**src/rtl/parking_gate_arbiter.sv**
```systemverilog
// Round-robin sequencer sharing the occupancy block's single-event interface between gates.
// One gate is served at a time: vacancy check, barrier open, then a single ack and at most one commit pulse.
module parking_gate_arbiter #(
  parameter int unsigned NUM_GATES   = 4,
  parameter int unsigned GW          = 2,
  parameter int unsigned OPEN_CYCLES = 10
) (
  input  logic                 clk,
  input  logic                 rst_n,
  input  logic [NUM_GATES-1:0] gate_req,
  input  logic [NUM_GATES-1:0] gate_is_exit,
  input  logic [NUM_GATES-1:0] gate_is_uni,
  input  logic [NUM_GATES-1:0] gate_passed,
  input  logic                 uni_is_vacated_space,
  input  logic                 is_vacated_space,
  output logic [NUM_GATES-1:0] gate_ack,
  output logic                 gate_refused,
  output logic [NUM_GATES-1:0] barrier_open,
  output logic                 car_entered,
  output logic                 is_uni_car_entered,
  output logic                 car_exited,
  output logic                 is_uni_car_exited,
  output logic [GW-1:0]        grant_id,
  output logic                 busy
);

  typedef enum logic [1:0] {IDLE, CHECK, OPEN, DONE} state_t;

  localparam logic [7:0] OPEN_LIM = 8'(OPEN_CYCLES);

  state_t                 state;
  logic [GW-1:0]          ptr;
  logic                   is_exit;
  logic                   is_uni;
  logic [7:0]             open_cnt;

  logic [GW-1:0]          idx;
  logic [GW-1:0]          pick;
  logic                   pick_valid;
  logic [NUM_GATES-1:0]   grant_hot;
  logic                   proceed;
  logic                   finish;
  logic                   finish_refused;

  // First requesting gate at or above the pointer, wrapping around.
  always_comb begin
    idx        = '0;
    pick       = '0;
    pick_valid = 1'b0;
    for (int unsigned i = 0; i < NUM_GATES; i++) begin
      idx = GW'((32'(ptr) + i) % NUM_GATES);
      if (!pick_valid && gate_req[idx]) begin
        pick       = idx;
        pick_valid = 1'b1;
      end
    end
  end

  always_comb begin
    grant_hot      = NUM_GATES'(1) << grant_id;
    proceed        = is_exit || (is_uni ? uni_is_vacated_space : is_vacated_space);
    finish         = 1'b0;
    finish_refused = 1'b0;
    case (state)
      CHECK: begin
        finish         = !proceed;
        finish_refused = 1'b1;
      end
      OPEN: begin
        // A car clearing the loop wins over a same-cycle timeout or abort.
        if (gate_passed[grant_id]) begin
          finish         = 1'b1;
          finish_refused = 1'b0;
        end else if (open_cnt == OPEN_LIM || !gate_req[grant_id]) begin
          finish         = 1'b1;
          finish_refused = 1'b1;
        end
      end
      default: begin
        finish         = 1'b0;
        finish_refused = 1'b0;
      end
    endcase
  end

  always_ff @(posedge clk or negedge rst_n) begin
    if (!rst_n) begin
      state              <= IDLE;
      ptr                <= '0;
      is_exit            <= 1'b0;
      is_uni             <= 1'b0;
      open_cnt           <= '0;
      gate_ack           <= '0;
      gate_refused       <= 1'b0;
      barrier_open       <= '0;
      car_entered        <= 1'b0;
      is_uni_car_entered <= 1'b0;
      car_exited         <= 1'b0;
      is_uni_car_exited  <= 1'b0;
      grant_id           <= '0;
      busy               <= 1'b0;
    end else begin
      gate_ack           <= '0;
      gate_refused       <= 1'b0;
      car_entered        <= 1'b0;
      is_uni_car_entered <= 1'b0;
      car_exited         <= 1'b0;
      is_uni_car_exited  <= 1'b0;

      if (finish) begin
        state        <= DONE;
        barrier_open <= '0;
        gate_ack     <= grant_hot;
        gate_refused <= finish_refused;
        if (!finish_refused) begin
          if (is_exit) begin
            car_exited        <= 1'b1;
            is_uni_car_exited <= is_uni;
          end else begin
            car_entered        <= 1'b1;
            is_uni_car_entered <= is_uni;
          end
        end
      end else begin
        case (state)
          IDLE: begin
            if (pick_valid) begin
              grant_id <= pick;
              is_exit  <= gate_is_exit[pick];
              is_uni   <= gate_is_uni[pick];
              ptr      <= GW'((32'(pick) + 1) % NUM_GATES);
              busy     <= 1'b1;
              state    <= CHECK;
            end
          end
          CHECK: begin
            barrier_open <= grant_hot;
            open_cnt     <= 8'd1;
            state        <= OPEN;
          end
          OPEN: begin
            open_cnt <= open_cnt + 8'd1;
          end
          DONE: begin
            busy  <= 1'b0;
            state <= IDLE;
          end
          default: state <= IDLE;
        endcase
      end
    end
  end

endmodule

```
**config.mk**
```make
export PLATFORM = sky130hd
export DESIGN_NAME = parking_gate_arbiter
export DESIGN_NICKNAME = d
export VERILOG_FILES = /design/src/rtl/parking_gate_arbiter.sv
export SDC_FILE = /design/constraint.sdc
export NUM_CORES = 1
export LEC_CHECK = 0
export CAP_MARGIN = 20
export CORE_ASPECT_RATIO = 0.7
export CORE_UTILIZATION = 46
export DETAILED_ROUTE_END_ITERATION = 7
export PLACE_DENSITY = 0.84
export REMOVE_ABC_BUFFERS = 1
export SLEW_MARGIN = 20
export SYNTH_ARGS = -nofsm -noshare
export SYNTH_HDL_FRONTEND = slang
export SYNTH_SLANG_ARGS = --single-unit
```
**constraint.sdc**
```tcl
create_clock -name clk -period 1.8 [get_ports clk]
set_clock_uncertainty 0.05 [all_clocks]
set_input_delay 0.27 -clock clk [delete_from_list [all_inputs] [get_ports clk]]
set_output_delay 0.27 -clock clk [all_outputs]
set_load 0.01 [all_outputs]
```
==> flow_metrics.env <==
export IMPL_critPathRequiredTime_ns=1.92
export IMPL_hpwl_um=3370
export IMPL_seq_area_frac_synth=0.435
export IMPL_slew_viol_final=0
export IMPL_p_seq_frac=0.223
export IMPL_ios=36
export IMPL_fmax_ghz=0.485
export IMPL_worst_slack_ns=-0.262
export IMPL_routed_wl_um=5160
export IMPL_whs_ns=0.329
export IMPL_cp_data_arrival_time_ns=2.18
export IMPL_grt_pass1_vias=1660
export IMPL_wire_per_inst_um=16.5
export IMPL_synth_common_cells="dfrtp_1, a21oi_1, nand3_1, nor2_1, o21ai_0"
export IMPL_num_fill_cells=256
export IMPL_cp_max_fo=3
export IMPL_setup_violations=27
export IMPL_drc_errors=0
export IMPL_fp_dieH_um=53.2
export IMPL_synth_top_flop_cell="dfrtp_1"
export IMPL_period_minus_slack_ns=2.06
export IMPL_yosysTopAreaCell="dfrtp_1"
export IMPL_start_util=0.485
export IMPL_ys_ff_latch=30
export IMPL_cts_tree="built"
export IMPL_yosysMostFrequentCell="dfrtp_1"
export IMPL_status="finished with violations"
export IMPL_hold_viol_final=0
export IMPL_clk_pin_slew_worst_paths_ns=0.06
export IMPL_final_antenna_net_count=0
export IMPL_core_area_um2=3560
export IMPL_cts_max_level=2
export IMPL_pre_cts_slack_ns=-0.577
export IMPL_cts_sinks=30
export IMPL_synthArstFlopShare=1.00
export IMPL_syn_instance_count=171
export IMPL_place_congestion=0.928
export IMPL_pwr_share_comb=0.655
export IMPL_start_kind="flip-flop"
export IMPL_nets=287
export IMPL_pwr_share_clk=0.122
export IMPL_area_delta_synth_final_pct=59.7
export IMPL_dieArea_um2=4000
export IMPL_grt_max_degree=31
export IMPL_hp_class="input port to asynchronous set/reset pin"
export IMPL_clockBufferDepth=2
export IMPL_drive_above_1_share=0.374
export IMPL_grt_first_pass_wirelength_um=7930
export IMPL_internal_power_mw=2.70
export IMPL_synth_edf_count=0
export IMPL_clk_latency_ns=0.28
export IMPL_switching_share=0.399
export IMPL_root_buffer="clkbuf_8"
export IMPL_portBuffers=35
export IMPL_grt_util_all_layers=0.280
export IMPL_netlist_top_cells_area="dfrtp_1, ha_1, a21oi_1"
export IMPL_ys_warn_count=0
export IMPL_overflow=0
export IMPL_antenna_found_initial=0
export IMPL_fp_dieW_um=75.2
export IMPL_vdd_drop_max_mv=0.968
export IMPL_firstDrtPassIters=4
export IMPL_rows=18
export IMPL_via_count=1742
export IMPL_power_density_nw_per_um2=1630
export IMPL_violations="negative setup slack"
export IMPL_cts_buffers=5
export IMPL_first_iter_violations=112
export IMPL_synth_area_um2=1720
export IMPL_power_switching_mw=1.79
export IMPL_criticalPathCategory="flip-flop to flip-flop"
export IMPL_ys_types=50
export IMPL_multi_input_area_um2=1050
export IMPL_synth_top_area_share=0.435
export IMPL_endpoint_kind="flip-flop"
export IMPL_maxSlewHeadroom=0.698
export IMPL_period_share=1.15
export IMPL_rsz0062_at_grt="true"
export IMPL_syn_avg_cell_area_um2=10.1
export IMPL_seqCellArea_um2=751
export IMPL_via_per_inst=5.58
export IMPL_drv_cap=0
export IMPL_leakage_nw=1.26
export IMPL_worstMarginPinSlew_ns=0.441
export IMPL_antenna_cells_inserted=0
[area by class of cell]
type	count	share of cell area
sequential	30	0.273
clock buffer	7	0.0313
multi-input combinational	130	0.383
timing repair buffer	89	0.282
tap	50	0.0227
clock inverter	1	0.00182
inverter	5	0.00682
[critical path: stages, from the launching register on]
cell and delay [ns]:
dfrtp_1 0.38, mux4_2 0.57, a21o_2 0.22, o211ai_1 0.27
nand2_1 0.16, mux2_2 0.29
[cell families after synthesis]
| logic type | after synthesis | share of synthesized area |
|---|---|---|
| buffers and inverters | 11 | 0.0298 |
| and+or+nand+nor | 68 | 0.233 |
| muxes | 8 | 0.0624 |
| AOI/OAI and AO/OA | 47 | 0.191 |
| DFF | 30 | 0.435 |
| xor gates and xnor gates | 1 | 0.00508 |
| adders and majority gates | 6 | 0.0435 |
[metal layers]
layer,wire [um],vias up,GRT usage,share of wire
met5,0,-,0,0
met3,347,9,0.0667,0.067
met2,2420,62,0.425,0.47
met4,49,0,0.108,0.0095
met1,2340,856,0.385,0.45
li1,-,815,-,-
[power groups by stage]
stage | clock, mW | combinational, mW | sequential, mW
after detailed placement | 0 | 2.31 | 1.00
final | 0.546 | 2.94 | 1.00
after global routing | 0.592 | 3.14 | 1.02
after CTS | 0.569 | 2.64 | 0.995
after global placement | 0 | 2.25 | 0.996
after floorplan | 0 | 1.09 | 1.10
[repair_timing]
action | in CTS | in global routing
hold buffers | 0 | 0
buffers inserted | 7 | 5
gates resized for setup | 30 | 10
pin swaps | 9 | 11
setup endpoints to repair | 26 | 25
[worst paths after layout]
| kind | from | cells after the start | slack (ns) | to |
|---|---|---|---|---|
| max in group asynchronous | rst_n | 2 | 1.09 | gate_ack[3] |
| worst max register to register | grant_id[0] | 5 | -0.26 | grant_id[1] |
| min in group clk | barrier_open[0] | 2 | 0.49 | barrier_open[0] |
| worst min-delay path | rst_n | 2 | 0.33 | is_uni |
| worst max-delay path | grant_id[0] | 5 | -0.26 | grant_id[1] |
| worst min register to register | barrier_open[0] | 2 | 0.49 | barrier_open[0] |
[metrics by stage]
step,TNS (ns),total power [mW],instance area [um2],util,std cells
2_1_floorplan,-7.85,2.19,1690,-,165
3_3_place_gp,-9.60,3.25,2420,0.680,292
3_5_place_dp,-10.43,3.31,2420,0.680,292
4_1_cts,-3.72,4.21,2670,0.749,307
5_1_grt,-6.52,4.76,2750,0.774,312
6_report,-4.53,4.48,2750,0.774,312
[cells in the final DEF (no fill, tap or decap), types with 6 or more instances in the layout]
master           synthesis  layout
a21oi_1                 13       7
buf_4                    0      48
buf_6                    1       6
clkbuf_8                 0       6
clkdlybuf4s50_1          0      33
dfrtp_1                 30      30
ha_1                     6       6
nand2_1                  8       6
nand2b_1                 7       7
nand3_1                 10      10
nor2_1                  10       9
o21ai_0                 10       9
[flip-flops by register name, indices dropped and copies added, names as in the netlist]
signal,flops
barrier_open,4
busy,1
car_entered,1
car_exited,1
gate_ack,4
gate_refused,1
grant_id,2
is_exit,1
is_uni,1
is_uni_car_entered,1
is_uni_car_exited,1
open_cnt,8
ptr,2
state,2
Power figures use the tool's default switching activity.
